<file path="src/rtl/cpu4_pkg.sv">
// Shared definitions for the 4-bit CPU sequencer: opcode constants, the
// sequencer state enum and opcode classification helpers.
package cpu4_pkg;

  localparam logic [2:0] OP_ADD  = 3'b000;
  localparam logic [2:0] OP_SUB  = 3'b001;
  localparam logic [2:0] OP_MOV  = 3'b010;
  localparam logic [2:0] OP_IMM  = 3'b011;
  localparam logic [2:0] OP_NOP0 = 3'b100;
  localparam logic [2:0] OP_NOP1 = 3'b101;
  localparam logic [2:0] OP_HALT = 3'b110;
  localparam logic [2:0] OP_NOP2 = 3'b111;

  typedef enum logic [2:0] {
    ST_IDLE      = 3'd0,
    ST_FETCH     = 3'd1,
    ST_DECODE    = 3'd2,
    ST_EXEC      = 3'd3,
    ST_STEP_WAIT = 3'd4,
    ST_HALTED    = 3'd5
  } state_t;

  // Opcodes 000..011 write the register file; the upper half never does.
  function automatic logic is_write_op(input logic [2:0] op);
    return (op[2] == 1'b0);
  endfunction

  function automatic logic is_halt_op(input logic [2:0] op);
    return (op == OP_HALT);
  endfunction

endpackage

</file>
<file path="src/rtl/cpu4_retire_ctr.sv">
// Saturating retired-instruction counter; holds at all-ones instead of wrapping.
module cpu4_retire_ctr #(
  parameter int RETIRE_W = 8
) (
  input  logic                clk,
  input  logic                reset,
  input  logic                inc,
  output logic [RETIRE_W-1:0] count
);

  localparam logic [RETIRE_W-1:0] CNT_MAX = {RETIRE_W{1'b1}};
  localparam logic [RETIRE_W-1:0] CNT_ONE = RETIRE_W'(1);

  // Count retirements, clamping at the maximum value.
  always_ff @(posedge clk) begin
    if (reset) begin
      count <= {RETIRE_W{1'b0}};
    end else if (inc && (count != CNT_MAX)) begin
      count <= count + CNT_ONE;
    end else begin
      count <= count;
    end
  end

endmodule

</file>
<file path="src/rtl/cpu4_seq_ctrl.sv">
// Fetch/decode/execute sequencer for the 4-bit CPU. Define CPU4_SINGLE_STEP_EN
// to compile in the single-step pause (STEP_WAIT) with step_mode/step_req/step_ack.
module cpu4_seq_ctrl
  import cpu4_pkg::*;
#(
  parameter int RETIRE_W = 8
) (
  input  logic                clk,
  input  logic                reset,
  input  logic                start,
  input  logic [2:0]          opcode,
  input  logic                step_mode,
  input  logic                step_req,
  output logic                ir_load,
  output logic                pc_en,
  output logic                rf_wr_en,
  output logic                alu_b_sel,
  output logic                halt,
  output logic                busy,
  output logic                step_ack,
  output logic [RETIRE_W-1:0] retired
);

  state_t     state;
  state_t     next_state;
  logic [2:0] op_reg;
  logic       retire_inc;
  logic       step_pause;

`ifdef CPU4_SINGLE_STEP_EN
  assign step_pause = step_mode;
`else
  logic unused_step;
  assign step_pause  = 1'b0;
  assign unused_step = step_mode | step_req;
`endif

  // State register and opcode latch captured during DECODE.
  always_ff @(posedge clk) begin
    if (reset) begin
      state  <= ST_IDLE;
      op_reg <= 3'b000;
    end else begin
      state <= next_state;
      if (state == ST_DECODE) begin
        op_reg <= opcode;
      end else begin
        op_reg <= op_reg;
      end
    end
  end

  // Next-state and strobe decode.
  always_comb begin
    next_state = state;
    ir_load    = 1'b0;
    pc_en      = 1'b0;
    rf_wr_en   = 1'b0;
    alu_b_sel  = 1'b0;
    halt       = 1'b0;
    step_ack   = 1'b0;
    retire_inc = 1'b0;
    busy       = (state != ST_IDLE) && (state != ST_HALTED);
    case (state)
      ST_IDLE: begin
        if (start) begin
          next_state = ST_FETCH;
        end else begin
          next_state = ST_IDLE;
        end
      end
      ST_FETCH: begin
        ir_load    = 1'b1;
        next_state = ST_DECODE;
      end
      ST_DECODE: begin
        alu_b_sel  = (opcode == OP_IMM);
        next_state = ST_EXEC;
      end
      ST_EXEC: begin
        alu_b_sel = (op_reg == OP_IMM);
        // halt rises in the halting EXEC cycle so it lines up with pc_en staying low.
        if (is_halt_op(op_reg)) begin
          halt       = 1'b1;
          next_state = ST_HALTED;
        end else begin
          pc_en      = 1'b1;
          rf_wr_en   = is_write_op(op_reg);
          retire_inc = 1'b1;
          if (step_pause) begin
            next_state = ST_STEP_WAIT;
          end else begin
            next_state = ST_FETCH;
          end
        end
      end
      ST_STEP_WAIT: begin
`ifdef CPU4_SINGLE_STEP_EN
        if (step_req) begin
          step_ack   = 1'b1;
          next_state = ST_FETCH;
        end else if (!step_mode) begin
          next_state = ST_FETCH;
        end else begin
          next_state = ST_STEP_WAIT;
        end
`else
        next_state = ST_IDLE;
`endif
      end
      ST_HALTED: begin
        halt       = 1'b1;
        next_state = ST_HALTED;
      end
      default: begin
        next_state = ST_IDLE;
      end
    endcase
  end

  cpu4_retire_ctr #(
    .RETIRE_W(RETIRE_W)
  ) u_retire_ctr (
    .clk  (clk),
    .reset(reset),
    .inc  (retire_inc),
    .count(retired)
  );

endmodule

</file>
<file path="config.mk">
export PLATFORM = sky130hd
export DESIGN_NAME = cpu4_seq_ctrl
export DESIGN_NICKNAME = d
export VERILOG_FILES = /design/src/rtl/cpu4_pkg.sv /design/src/rtl/cpu4_retire_ctr.sv /design/src/rtl/cpu4_seq_ctrl.sv
export SDC_FILE = /design/constraint.sdc
export NUM_CORES = 1
export LEC_CHECK = 0
export ABC_AREA = 1
export ABC_CLOCK_PERIOD_IN_PS = 4600
export BUFFER_PORTS_ARGS = -buffer_cell sky130_fd_sc_hd__buf_2
export CAP_MARGIN = 0
export CELL_PAD_IN_SITES_DETAIL_PLACEMENT = 1
export CELL_PAD_IN_SITES_GLOBAL_PLACEMENT = 1
export CORE_MARGIN = 2
export CORE_UTILIZATION = 36
export DETAILED_ROUTE_END_ITERATION = 10
export PLACE_DENSITY = 0.78
export SYNTH_ARGS = -nofsm -noshare
export SYNTH_HDL_FRONTEND = slang
export SYNTH_SLANG_ARGS = --single-unit
</file>
<file path="constraint.sdc">
create_clock -name clk -period 4.6 [get_ports clk]
set_clock_uncertainty 0.2 [all_clocks]
set_input_delay 1.38 -clock clk [delete_from_list [all_inputs] [get_ports clk]]
set_output_delay 1.38 -clock clk [all_outputs]
set_load 0.05 [all_outputs]
</file>
[Word level (Yosys, flattened, before mapping)]
Index checks and enable logic that the tools add are counted.
Storage, ports and cells
  register bits: 14
  output and inout bits: 15
  word-level logic and storage cells: 29
Cells by class
  add/sub/neg operators: 1
  eq/ne operators: 9
  multiplexer cells: 11
  bitwise operators: 1
  reductions and logical operators: 4
Operators by type and width (number)
  $pmux W3 S5: 1
  $eq A3 B2 Y1 const B: 4
  $add A8 B1 Y8 const B: 1
  $ne A8 B8 Y1 const B: 1
  $mux W1: 7
  $eq A3 B3 Y1 const B: 2
  $pmux W1 S2: 2
  $eq A3 B1 Y1 const B: 1
  $logic_not A3 Y1: 1
  $mux W3: 1
  $ne A3 B3 Y1 const B: 1
  $reduce_bool A3 Y1: 1
  $logic_and A1 B1 Y1: 2
  $not A1 Y1: 1

[Longest topological paths before layout]
Gate-level depths: netlist of run 1.
  depth in word-level cells: 4
  gate-level depth with buffers: 9
  mapped depth without buffers: 9

[Modules after synthesis]
From an unflattened synthesis of run 1, not the netlist that was laid out.
Second synthesis, totals
  cells, all modules: 139
  area, all modules: 853.3 um^2
Modules (own cells, without submodules)
  cpu4_retire_ctr: times used 1, cells an instance 77, area each 484.2 um^2, sequential area each 160.2 um^2
  cpu4_seq_ctrl: times used 1, cells an instance 62, area each 369.1 um^2, sequential area each 120.1 um^2

[Worst setup path after synthesis of run 1]
OpenSTA, ideal clock, no wires.
  path kind: input-to-output
  start point: input opcode[1]
  end point: output alu_b_sel
  data arrival time: 1.960 ns
  data required time: 3.020 ns
  path slack: 1.060 ns
  stages: 4
  path buffers: 0
  path through: nand2_1 o21ai_0 o21ai_0 inv_1
On the way
  cells in the longest elaborated chain, start to end: 2
RTL lines
  start: declaration: line cpu4_seq_ctrl.sv:11  | input logic [2:0] opcode,
  $eq A3 B2 Y1: line cpu4_seq_ctrl.sv:77  | alu_b_sel = (opcode == OP_IMM);
  $pmux W1 S2: line cpu4_seq_ctrl.sv:64  | case (state)
  end: declaration: line cpu4_seq_ctrl.sv:17  | output logic alu_b_sel,
No other way between the ends.

[Worst setup path in the final report of run 1]
Same ends and word-level chain as after synthesis.

==> reports/summary.json, run 1 <==
{
  "synth_largest_area_cell": "dfxtp_1",
  "worst_hold_path_type": "reg2reg",
  "path_delay_family": "buffers and inverters",
  "slowest_stage": "buf_2",
  "cp-end-kind": "output port",
  "htree_num_levels": 1,
  "drt_wl_total_um": 1760,
  "critical_path.max_fanout": 2,
  "placement_rows": 16,
  "yosysSeqAreaShare": 0.363,
  "largest_family_of_logic_cells_by_synthesized_area": "simple AND/OR/NAND/NOR gates",
  "pin_count": 23,
  "hpwl_detailed_um": 1390,
  "ys_warn_count": 0,
  "antenna_violating_nets_post_route": 0,
  "reg2reg_slack_ns": 2.94,
  "p_leak_nw": 0.458,
  "layout_worst_path_cycle_share": 0.785,
  "post_synth_mux_area_share": 0,
  "cap_viol_max_count": 0,
  "worst_skew_pair.late_latency_ns": 0.27,
  "first_global_vias": 761,
  "worst_hold_path_startpoint": "op_reg[1]",
  "timing.final.hold_violations": 0,
  "buffer_depth_of_the_longest_clock_path": 2,
  "dieArea_mm2": 0.00253,
  "worstHoldPathCells": 2,
  "clockRootBuffer": "clkbuf_4",
  "post_synth.cell_area_avg_um2": 6.89,
  "fraction_of_final_layout_cells_with_drive_strength_greater_than_1": 0.269,
  "synthDistinctLibCells": 22,
  "post_synth_adder_cell_area": 0.0162,
  "synth_compound_gate_area_share": 0.133,
  "diodes": 0,
  "count_of_input_and_output_buffers": 19,
  "synth_area_um2": 772,
  "report.final.setup_viol": 0,
  "route.detailed.drc": 0,
  "cts-buffers-inserted": 3,
  "vdd_drop_max_uv": 179,
  "routed_via_density": 4.70,
  "finalWeightedCongestion": 0.720,
  "grt.total_usage": 0.163,
  "worst_setup_path_start_kind": "primary input",
  "grt_start_max_net_pins": 11,
  "synth_area_leaders": "dfxtp_1 36%, nand2_1 9.2%, inv_1 8.3%",
  "cts.sinks": 14,
  "critical_path.max_stage_delay_ns": 0.25,
  "timing.fmax_mhz": 277,
  "path_clk_slew_ns": 0.09,
  "cts_tree": "done",
  "timing.final.crit_period_ns": 3.61,
  "die_width_um": 50.3,
  "postSynthRegisterBits": 14,
  "synth_simple_gate_area_share": 0.381,
  "avg_wl_per_cell_um": 10.9,
  "die_height_um": 50.3,
  "fin_tns_setup_ns": 0,
  "firstDrtPassIters": 4,
  "post_cts_setup_repair_buffer_count": 0,
  "critical_path_cell_list": "buf_2, nand2_1, o21ai_0, o21ai_0, inv_1, buf_2",
  "fin_total_pwr_mw": 0.260,
  "grt_setup_unrepaired": "no",
  "end_point_of_the_worst_hold_path": "op_reg[1]",
  "antenna_found_initial": 0,
  "critical_path.reg2reg.startpoint": "u_retire_ctr.count[0]",
  "hold_buffers": 0,
  "finish.net_count": 144,
  "synth_top_cell_area_share": 0.363,
  "required_time_of_the_critical_path_ns": 3.02,
  "grt_pass1_wl_um": 3190,
  "dr_total_vias": 756,
  "start_util": 0.386,
  "post_synth_xor_area_fraction": 0,
  "gate_count_post_synth": 112,
  "crit_type": "in2out",
  "cp.buffers_inverters": 3,
  "cp.arrival_ns": 2.03,
  "run_status": "completed",
  "critical_path.reg2reg.endpoint": "u_retire_ctr.count[0]",
  "power.density_cell_area_mw_per_mm2": 279,
  "rr_worst_depth": 8,
  "final_global_route_overflow_total": 0,
  "area_growth_pct": 20.4,
  "drt_iter0_drc": 5,
  "final_max_slew_viol_count": 0,
  "largest_register_ff_count": 8,
  "cts_resized": 0,
  "coreArea_mm2": 0.00200,
  "synth.net_count": 121
}
## logic make-up (layout without fill, tap and decap cells)
kind of cell    count (synthesis)  count (layout)
compound gates                 20              20
fa+ha+maj                       1               1
buf+inv                        20              42
flops                          14              14
other cells                     1               1
simple gates                   56              56
## worst reg2reg max path: stages, from the launching register on
cell and delay [ns]:
dfxtp_1 0.43, ha_1 0.21, nand2_2 0.11, nor2_1 0.19, nand2_4 0.10, nand2_4 0.10, inv_2 0.05, nor2_1 0.11
nor2_2 0.06
## cells in the mapped netlist
cell type	number
buf_4	1
nor2_4	1
nand2_2	3
nand2_1	19
o21ai_0	7
inv_2	2
nor2_8	1
inv_1	17
dfxtp_1	14
a211oi_1	1
o21ai_1	2
nor3_1	1
nand3_4	1
nand2_4	2
nand3_1	7
nand4_1	1
a21oi_1	10
nor2_2	2
nand3_2	1
conb_1	1
nor2_1	17
ha_1	1
## metrics by stage
stage	cells	worst slack (ns)	area (um^2)	util	hold slack, ns
2_1_floorplan	112	1.06	772	-	0.237
4_1_cts	161	0.974	930	0.464	0.274
3_5_place_dp	157	0.978	893	0.446	0.260
3_3_place_gp	157	0.989	893	0.446	0.252
5_1_grt	161	0.875	930	0.464	0.305
6_report	161	0.990	930	0.464	0.276
## per-layer routing
| metal | up-vias | global-route usage | share of wire | routed length, um |
|---|---|---|---|---|
| met4 | 0 | 0.0676 | 0.017 | 30 |
| li1 | 393 | - | - | - |
| met1 | 342 | 0.209 | 0.45 | 791 |
| met2 | 16 | 0.263 | 0.50 | 872 |
| met3 | 5 | 0.0387 | 0.035 | 61 |
| met5 | - | 0 | 0 | 0 |
## worst max-delay path by stage
| stage | to | slack, ns | cells after the start | start |
|---|---|---|---|---|
| final | alu_b_sel | 0.99 | 6 | opcode[1] |
| after CTS | alu_b_sel | 0.97 | 6 | opcode[1] |
| after global routing | alu_b_sel | 0.88 | 6 | opcode[1] |
| after floorplan | alu_b_sel | 1.06 | 4 | opcode[1] |
| after detailed placement | alu_b_sel | 0.98 | 6 | opcode[1] |
| after global placement | alu_b_sel | 0.99 | 6 | opcode[1] |
## report_power, final
part | total, mW | internal [mW] | switching, mW | leakage, nW
Clock | 0.0894 | 0.0481 | 0.0413 | 0.0210
Combinational | 0.0396 | 0.0104 | 0.0293 | 0.323
Sequential | 0.131 | 0.126 | 0.00491 | 0.114
Total | 0.260 | 0.184 | 0.0755 | 0.458
## layout make-up
class / instances / area [um^2]
multi-input combinational: 78 / 413
tap: 27 / 33.8
fill: 285 / 1070
clock buffer: 4 / 36.3
sequential: 14 / 280
timing repair buffer: 19 / 95.1
inverter: 19 / 71.3
## cells in the final DEF, fill, tap and decap left out, types with 2 or more instances in the layout
master,netlist,layout
dfxtp_1,14,14
a21oi_1,10,10
nor2_1,17,17
nor2_2,2,2
nand2_4,2,2
o21ai_0,7,7
o21ai_1,2,2
buf_2,0,19
nand2_2,3,3
nand2_1,19,19
inv_1,17,17
nand3_1,7,7
clkbuf_4,0,3
inv_2,2,2
No activity file was read; power rests on OpenSTA's default activity.
==> run 2: changes to the inputs <==
- ABC_AREA: 1 -> 0
- ABC_CLOCK_PERIOD_IN_PS: 4600 -> 3700
- PLACE_DENSITY: 0.78 -> 0.73
- clock period: 4.6 -> 3.7 ns (I/O delays scaled with it)
==> reports/summary.json, run 2 <==
{
  "final_max_slew_viol_count": {"value": 0, "change": "unchanged"},
  "worst_hold_path_type": {"value": "reg2reg", "change": "unchanged"},
  "p_clk_frac": {"value": 0.330, "change": "was 0.344"},
  "path_clk_slew": {"value": 0.08, "unit": "ns", "change": "was 0.09 ns"},
  "sw_frac_of_total": {"value": 0.305, "change": "was 0.291"},
  "gate_count_post_synth": {"value": 92, "change": "was 112"},
  "postSynthRegisterBits": {"value": 14, "change": "unchanged"},
  "yosysSeqAreaShare": {"value": 0.344, "change": "was 0.363"},
  "timing.final.crit_period_ns": 3.11,
  "cts.sinks": {"value": 14, "change": "unchanged"},
  "cp.buffers_inverters": {"value": 2, "change": "was 3"},
  "buffer_depth_of_the_longest_clock_path": {"value": 2, "change": "unchanged"},
  "finalWeightedCongestion": {"value": 0.746, "change": "was 0.720"},
  "seq_power_share": {"value": 0.498, "change": "was 0.503"},
  "post_synth_xor_area_fraction": {"value": 0.0215, "change": "was 0"},
  "synth_most_common_cell": {"value": "dfxtp_1", "change": "was nand2_1"},
  "worst_setup_path_start_kind": {"value": "primary input", "change": "unchanged"},
  "cts-buffers-inserted": {"value": 3, "change": "unchanged"},
  "count_of_input_and_output_buffers": {"value": 19, "change": "unchanged"},
  "timing.final.hold_violations": {"value": 0, "change": "unchanged"},
  "cts_tree": {"value": "done", "change": "unchanged"},
  "dieArea": {"value": 0.00266, "unit": "mm^2", "change": "was 0.00253 mm^2"},
  "grt_start_max_net_pins": {"value": 18, "change": "was 11"},
  "first_global_vias": {"value": 720, "change": "was 761"},
  "path_delay_family": {"value": "buffers and inverters", "change": "unchanged"},
  "timing.critical_path.mode_cell": "buf_2",
  "synthDistinctLibCells": {"value": 36, "change": "was 22"},
  "diodes": {"value": 0, "change": "unchanged"},
  "report.final.setup_viol": {"value": 0, "change": "unchanged"},
  "timing.fmax_mhz": 322,
  "coreArea": {"value": 0.00217, "unit": "mm^2", "change": "was 0.00200 mm^2"},
  "layout.cells.most_common": "buf_2",
  "worstHoldPathCells": {"value": 2, "change": "unchanged"},
  "worst_skew_pair.late_latency": {"value": 0.28, "unit": "ns", "change": "was 0.27 ns"},
  "power.density_cell_area": {"value": 356, "unit": "mW/mm^2", "change": "was 279 mW/mm^2"},
  "power.combinational.fraction": {"value": 0.173, "change": "was 0.153"},
  "rr_worst_depth": {"value": 4, "change": "was 8"},
  "fraction_of_final_layout_cells_with_drive_strength_greater_than_1": {"value": 0.245, "change": "was 0.269"},
  "area_growth": {"value": 16.4, "unit": "%", "change": "was 20.4%"},
  "synth_simple_gate_area_share": {"value": 0.337, "change": "was 0.381"},
  "critical_path.max_stage_delay": {"value": 0.28, "unit": "ns", "change": "was 0.25 ns"},
  "placement_rows": {"value": 17, "change": "was 16"},
  "synth.net_count": {"value": 101, "change": "was 121"},
  "post_synth_adder_cell_area": {"value": 0.0153, "change": "was 0.0162"},
  "post_synth.cell_area_avg": {"value": 8.87, "unit": "um^2", "change": "was 6.89 um^2"},
  "post_synth_mux_area_share": {"value": 0.0399, "change": "was 0"},
  "die_width": {"value": 51.6, "unit": "um", "change": "was 50.3 um"},
  "pin_count": {"value": 23, "change": "unchanged"},
  "worst_hold_path_startpoint": {"value": "op_reg[0]", "change": "was op_reg[1]"},
  "synth_compound_gate_area_share": {"value": 0.198, "change": "was 0.133"},
  "synth_largest_area_cell": {"value": "dfxtp_1", "change": "unchanged"},
  "htree_num_levels": {"value": 1, "change": "unchanged"},
  "grt.total_usage": {"value": 0.177, "change": "was 0.163"},
  "cap_viol_max_count": {"value": 0, "change": "unchanged"},
  "synth_commonest_cells": {"value": "14 x dfxtp_1, 7 x nand2b_1, 6 x nor2_1", "change": "was 19 x nand2_1, 17 x inv_1, 17 x nor2_1, 14 x dfxtp_1, 10 x a21oi_1"},
  "synthArstFlopShare": {"value": 0, "change": "unchanged"},
  "critical_path_cell_list": {"value": "buf_2, nor2_1, nand3_1, a21oi_1, buf_2", "change": "was buf_2, nand2_1, o21ai_0, o21ai_0, inv_1, buf_2"},
  "cell_internal_pwr": {"value": 0.235, "unit": "mW", "change": "was 0.184 mW"},
  "firstDrtPassIters": {"value": 2, "change": "was 4"},
  "antenna_violating_nets_post_route": {"value": 0, "change": "unchanged"},
  "post-route-cell-area": {"value": 950, "unit": "um^2", "change": "was 930 um^2"},
  "synth_area": {"value": 816, "unit": "um^2", "change": "was 772 um^2"},
  "synth_top_cell_area_share": {"value": 0.344, "change": "was 0.363"},
  "post_cts_setup_repair_buffer_count": {"value": 0, "change": "unchanged"},
  "grt_setup_unrepaired": {"value": "no", "change": "unchanged"},
  "slowest_stage": {"value": "buf_2", "change": "unchanged"},
  "final_global_route_overflow_total": {"value": 0, "change": "unchanged"},
  "post_synth_top_flop": {"value": "dfxtp_1", "change": "unchanged"},
  "grt_pass1_wl": {"value": 3500, "unit": "um", "change": "was 3190 um"},
  "route.detailed.drc": {"value": 0, "change": "unchanged"},
  "setup.worst_path.start": {"value": "opcode[2]", "change": "was opcode[1]"},
  "drt_wl_total": {"value": 1970, "unit": "um", "change": "was 1760 um"},
  "fin_tns_setup": {"value": 0, "unit": "ns", "change": "unchanged"},
  "cp-end-kind": {"value": "output port", "change": "unchanged"},
  "placed_cell_area": {"value": 913, "unit": "um^2", "change": "was 893 um^2"},
  "required_time_of_the_critical_path": {"value": 2.39, "unit": "ns", "change": "was 3.02 ns"},
  "largest_register_ff_count": {"value": 8, "change": "unchanged"},
  "synth_area_leaders": {"value": "dfxtp_1 34%, a311oi_1 5.4%, nand2b_1 5.4%", "change": "was dfxtp_1 36%, nand2_1 9.2%, inv_1 8.3%"},
  "largest_family_of_logic_cells_by_synthesized_area": {"value": "simple AND/OR/NAND/NOR gates", "change": "unchanged"},
  "p_leak": {"value": 0.421, "unit": "nW", "change": "was 0.458 nW"},
  "critical_path.max_fanout": {"value": 2, "change": "unchanged"},
  "drt_iter0_drc": {"value": 2, "change": "was 5"},
  "ys_warn_count": {"value": 0, "change": "unchanged"},
  "layout_worst_path_cycle_share": 0.839,
  "die_height": {"value": 51.6, "unit": "um", "change": "was 50.3 um"},
  "start_util": {"value": 0.376, "change": "was 0.386"},
  "critical_path.reg2reg.startpoint": {"value": "u_retire_ctr.count[0]", "change": "unchanged"},
  "worst_slew_pin_slew_ns": 0.519,
  "synth_enable_flop_cells": {"value": 0, "change": "unchanged"},
  "hpwl_detailed": {"value": 1420, "unit": "um", "change": "was 1390 um"},
  "crit_type": {"value": "in2out", "change": "unchanged"},
  "avg_wl_per_cell": {"value": 14.3, "unit": "um", "change": "was 10.9 um"},
  "cts_resized": {"value": 0, "change": "unchanged"},
  "finish.net_count": {"value": 120, "change": "was 144"},
  "cp.arrival": {"value": 1.80, "unit": "ns", "change": "was 2.03 ns"},
  "most-common-layout-cells": {"value": "19 x buf_2, 14 x dfxtp_1, 7 x nand2b_1", "change": "was 19 x nand2_1, 19 x buf_2, 17 x inv_1, 17 x nor2_1, 14 x dfxtp_1"},
  "routed_via_density": {"value": 5.33, "change": "was 4.70"},
  "vdd_drop_max": {"value": 143, "unit": "uV", "change": "was 179 uV"},
  "hold_buffers": {"value": 0, "change": "unchanged"},
  "switchingPower": {"value": 0.103, "unit": "mW", "change": "was 0.0755 mW"},
  "run_status": {"value": "completed", "change": "unchanged"},
  "slew-limit-headroom": 0.654,
  "clockRootBuffer": {"value": "clkbuf_4", "change": "unchanged"},
  "dr_total_vias": {"value": 736, "change": "was 756"},
  "cp.depth": {"value": 5, "change": "was 6"},
  "antenna_found_initial": {"value": 0, "change": "unchanged"}
}
## run 2: changes by cell type after synthesis, moves of 3 or more
cell	previous run	this run
a21oi_1	10	5
a311oi_1	0	5
a31oi_1	0	3
and2_1	0	3
and3_1	0	5
inv_1	17	0
nand2_1	19	5
nand2_2	3	0
nand2b_1	0	7
nand3_1	7	2
nor2_1	17	6
nor2b_1	0	3
o21ai_0	7	4
## run 2: path summary, 6_finish.rpt
check,to,slack (ns)
worst min register to register,op_reg[0],0.32
worst max register to register,u_retire_ctr.count[0],1.86
worst max-delay path,alu_b_sel,0.59
worst min-delay path,op_reg[0],0.32
## run 2: cell type report
class	instances	area, um^2
clock buffer	4	36.3
fill	287	1220
multi-input combinational	73	503
sequential	14	280
tap	28	35.0
timing repair buffer	19	95.1
## run 2: logic make-up after synthesis
family	Yosys count
compound gates	23
xor+xnor	2
fa+ha+maj	1
buf+inv	5
flops	14
mux	3
other cells	1
simple gates	43
## run 2: tightest hold or removal path, delay by kind of cell (launching register included)
| family | cells | cell delay, ns |
|---|---|---|
| flops | 1 | 0.34 |
| compound gates | 2 | 0.13 |
## run 2: per-layer routing
metal  global-route usage  up-vias  wire, um
met5                    0        -         0
met4               0.0789        0        16
met3               0.0287        2        72
met2                0.278       12       905
met1                0.238      345       973
li1                     -      377         -
## run 2: per-stage QoR
stage / utilization / power [mW] / cells / setup WS [ns] / hold WS, ns
after floorplan: - / 0.217 / 92 / 0.354 / 0.270
after global placement: 0.421 / 0.229 / 134 / 0.609 / 0.296
after detailed placement: 0.421 / 0.231 / 134 / 0.591 / 0.296
after CTS: 0.438 / 0.341 / 138 / 0.564 / 0.316
after global routing: 0.438 / 0.361 / 138 / 0.421 / 0.371
final: 0.438 / 0.338 / 138 / 0.595 / 0.315
## run 2: power groups by stage
stage	Sequential (mW)	Clock [mW]	Combinational (mW)
floorplan	0.166	0	0.0510
global placement	0.171	0	0.0575
detailed placement	0.172	0	0.0588
CTS	0.168	0.114	0.0589
global route	0.171	0.126	0.0637
finish	0.168	0.111	0.0583
==> run 3: changes to the inputs <==
- ABC_CLOCK_PERIOD_IN_PS: 3700 -> 3100
- clock period: 3.7 -> 3.1 ns (I/O delays scaled with it)
==> reports/summary.json, run 3 (synthesis results as in run 2) <==
{
  "run_status": {"value": "completed", "change": "unchanged"},
  "path_clk_slew": {"value": 0.09, "unit": "ns", "change": "was 0.08 ns"},
  "timing.final.crit_period_ns": 2.81,
  "most-common-layout-cells": {"value": "19 x buf_2, 14 x dfxtp_1, 7 x nand2b_1", "change": "unchanged"},
  "power.density_cell_area": {"value": 397, "unit": "mW/mm^2", "change": "was 356 mW/mm^2"},
  "firstDrtPassIters": {"value": 4, "change": "was 2"},
  "worst_hold_path_type": {"value": "reg2reg", "change": "unchanged"},
  "post_cts_setup_repair_buffer_count": {"value": 0, "change": "unchanged"},
  "finish.net_count": {"value": 121, "change": "was 120"},
  "clockRootBuffer": {"value": "clkbuf_4", "change": "unchanged"},
  "report.final.setup_viol": {"value": 0, "change": "unchanged"},
  "dieArea": {"value": 0.00266, "unit": "mm^2", "change": "unchanged"},
  "worst_hold_path_startpoint": {"value": "op_reg[0]", "change": "unchanged"},
  "largest_register_ff_count": {"value": 8, "change": "unchanged"},
  "grt_start_max_net_pins": {"value": 18, "change": "unchanged"},
  "cap_viol_max_count": {"value": 0, "change": "unchanged"},
  "timing.fmax_mhz": 356,
  "filler_cells": {"value": 277, "change": "was 287"},
  "setup_slack": {"value": 0.288, "unit": "ns", "change": "was 0.595 ns"},
  "final_max_slew_viol_count": {"value": 0, "change": "unchanged"},
  "pin_count": {"value": 23, "change": "unchanged"},
  "critical_path.reg2reg.endpoint": {"value": "u_retire_ctr.count[0]", "change": "unchanged"},
  "p_leak": {"value": 0.420, "unit": "nW", "change": "was 0.421 nW"},
  "dr_total_vias": {"value": 760, "change": "was 736"},
  "multi_input_gate_area": {"value": 503, "unit": "um^2", "change": "unchanged"},
  "vdd_drop_max": {"value": 189, "unit": "uV", "change": "was 143 uV"},
  "reg2reg_slack": {"value": 1.28, "unit": "ns", "change": "was 1.86 ns"},
  "slew-limit-headroom": {"value": 0.648, "change": "was 0.654"},
  "critical_path.max_fanout": {"value": 9, "change": "was 2"},
  "fin_tns_setup": {"value": 0, "unit": "ns", "change": "unchanged"},
  "layout_worst_path_cycle_share": 0.907,
  "cts_tree": {"value": "done", "change": "unchanged"},
  "worst_slew_pin_slew": {"value": 0.527, "unit": "ns", "change": "was 0.519 ns"},
  "critical_path.reg2reg.startpoint": {"value": "u_retire_ctr.count[0]", "change": "unchanged"},
  "grt_pass1_wl": {"value": 3420, "unit": "um", "change": "was 3500 um"},
  "placement_rows": {"value": 17, "change": "unchanged"},
  "antenna_violating_nets_post_route": {"value": 0, "change": "unchanged"},
  "die_height": {"value": 51.6, "unit": "um", "change": "unchanged"},
  "cp.arrival": {"value": 1.68, "unit": "ns", "change": "was 1.80 ns"},
  "area_growth": {"value": 15.6, "unit": "%", "change": "was 16.4%"},
  "required_time_of_the_critical_path": {"value": 1.97, "unit": "ns", "change": "was 2.39 ns"},
  "timing.final.hold_violations": {"value": 0, "change": "unchanged"},
  "avg_wl_per_cell": {"value": 14.7, "unit": "um", "change": "was 14.3 um"},
  "start_util": {"value": 0.376, "change": "unchanged"},
  "worst_skew_pair.late_latency": {"value": 0.28, "unit": "ns", "change": "about the same"},
  "grt_setup_unrepaired": {"value": "no", "change": "unchanged"},
  "route.detailed.drc": {"value": 0, "change": "unchanged"},
  "count_of_input_and_output_buffers": {"value": 19, "change": "unchanged"},
  "buffer_depth_of_the_longest_clock_path": {"value": 2, "change": "unchanged"},
  "finalWeightedCongestion": {"value": 0.766, "change": "was 0.746"},
  "hold_slack": {"value": 0.324, "unit": "ns", "change": "was 0.315 ns"},
  "final-instance-count-excl-fill": {"value": 138, "change": "unchanged"},
  "crit_type": {"value": "reg2out", "change": "was in2out"},
  "routed_via_density": {"value": 5.51, "change": "was 5.33"},
  "dp_slack": {"value": 0.364, "unit": "ns", "change": "was 0.591 ns"},
  "hpwl_detailed": {"value": 1480, "unit": "um", "change": "was 1420 um"},
  "die_width": {"value": 51.6, "unit": "um", "change": "unchanged"},
  "first_global_vias": {"value": 764, "change": "was 720"},
  "placed_cell_area": {"value": 921, "unit": "um^2", "change": "was 913 um^2"},
  "htree_num_levels": {"value": 1, "change": "unchanged"},
  "cts.sinks": {"value": 14, "change": "unchanged"},
  "cts_resized": {"value": 0, "change": "unchanged"},
  "layout.cells.most_common": {"value": "buf_2", "change": "unchanged"},
  "cts-buffers-inserted": {"value": 3, "change": "unchanged"},
  "cp-end-kind": {"value": "output port", "change": "unchanged"},
  "hold_buffers": {"value": 0, "change": "unchanged"},
  "end_point_of_the_worst_hold_path": {"value": "op_reg[0]", "change": "unchanged"},
  "antenna_found_initial": {"value": 0, "change": "unchanged"},
  "rr_worst_depth": {"value": 4, "change": "unchanged"},
  "worstHoldPathCells": {"value": 2, "change": "unchanged"},
  "final_global_route_overflow_total": {"value": 0, "change": "unchanged"},
  "worst_setup_path_start_kind": {"value": "flop", "change": "was primary input"},
  "coreArea": {"value": 0.00217, "unit": "mm^2", "change": "unchanged"},
  "diodes": {"value": 0, "change": "unchanged"},
  "fraction_of_final_layout_cells_with_drive_strength_greater_than_1": {"value": 0.245, "change": "unchanged"},
  "post-route-cell-area": {"value": 943, "unit": "um^2", "change": "was 950 um^2"},
  "drt_iter0_drc": {"value": 8, "change": "was 2"},
  "grt.total_usage": {"value": 0.174, "change": "was 0.177"},
  "place.detailed.instances": {"value": 135, "change": "was 134"},
  "total_area_of_sequential_cells": {"value": 280, "unit": "um^2", "change": "unchanged"},
  "drt_wl_total": {"value": 2030, "unit": "um", "change": "was 1970 um"}
}
## run 3: through the flow
stage,utilization,power (mW)
after global routing,0.435,0.394
after floorplan,-,0.259
after CTS,0.435,0.380
after detailed placement,0.424,0.276
final,0.435,0.375
after global placement,0.424,0.274
## run 3: power breakdown
group          switching, mW  internal, mW  leakage [nW]
clock network         0.0590        0.0450        0.0138
logic                 0.0465        0.0236         0.292
registers             0.0145         0.186         0.113
## run 3: worst max-delay path by stage
stage | startpoint | depth (start not counted) | end | slack, ns
final | state[1] | 4 | halt | 0.29
after global routing | state[1] | 4 | halt | 0.14
after CTS | state[1] | 4 | halt | 0.29
after detailed placement | opcode[2] | 5 | alu_b_sel | 0.36
after global placement | opcode[2] | 5 | alu_b_sel | 0.37
after floorplan | opcode[2] | 3 | alu_b_sel | 0.11
## run 3: layout make-up
class                           instances  share of cell area
Tap cell                               28              0.0371
Sequential cell                        14               0.297
Clock buffer                            3              0.0239
Multi-Input combinational cell         73               0.533
Timing Repair Buffer                   20               0.109
## run 3: routing by layer
layer / part of all wire / global-route usage / wire [um]
met3: 0.048 / 0.0374 / 98
met5: 0 / 0 / 0
met1: 0.47 / 0.200 / 955
met4: 0.011 / 0.0965 / 22
met2: 0.47 / 0.299 / 953
## run 3: worst max-delay path, stage by stage (launching register included)
cell and delay (ns):
dfxtp_1 0.53, nand2b_1 0.21, o21ai_0 0.25, and2_1 0.15, buf_2 0.26
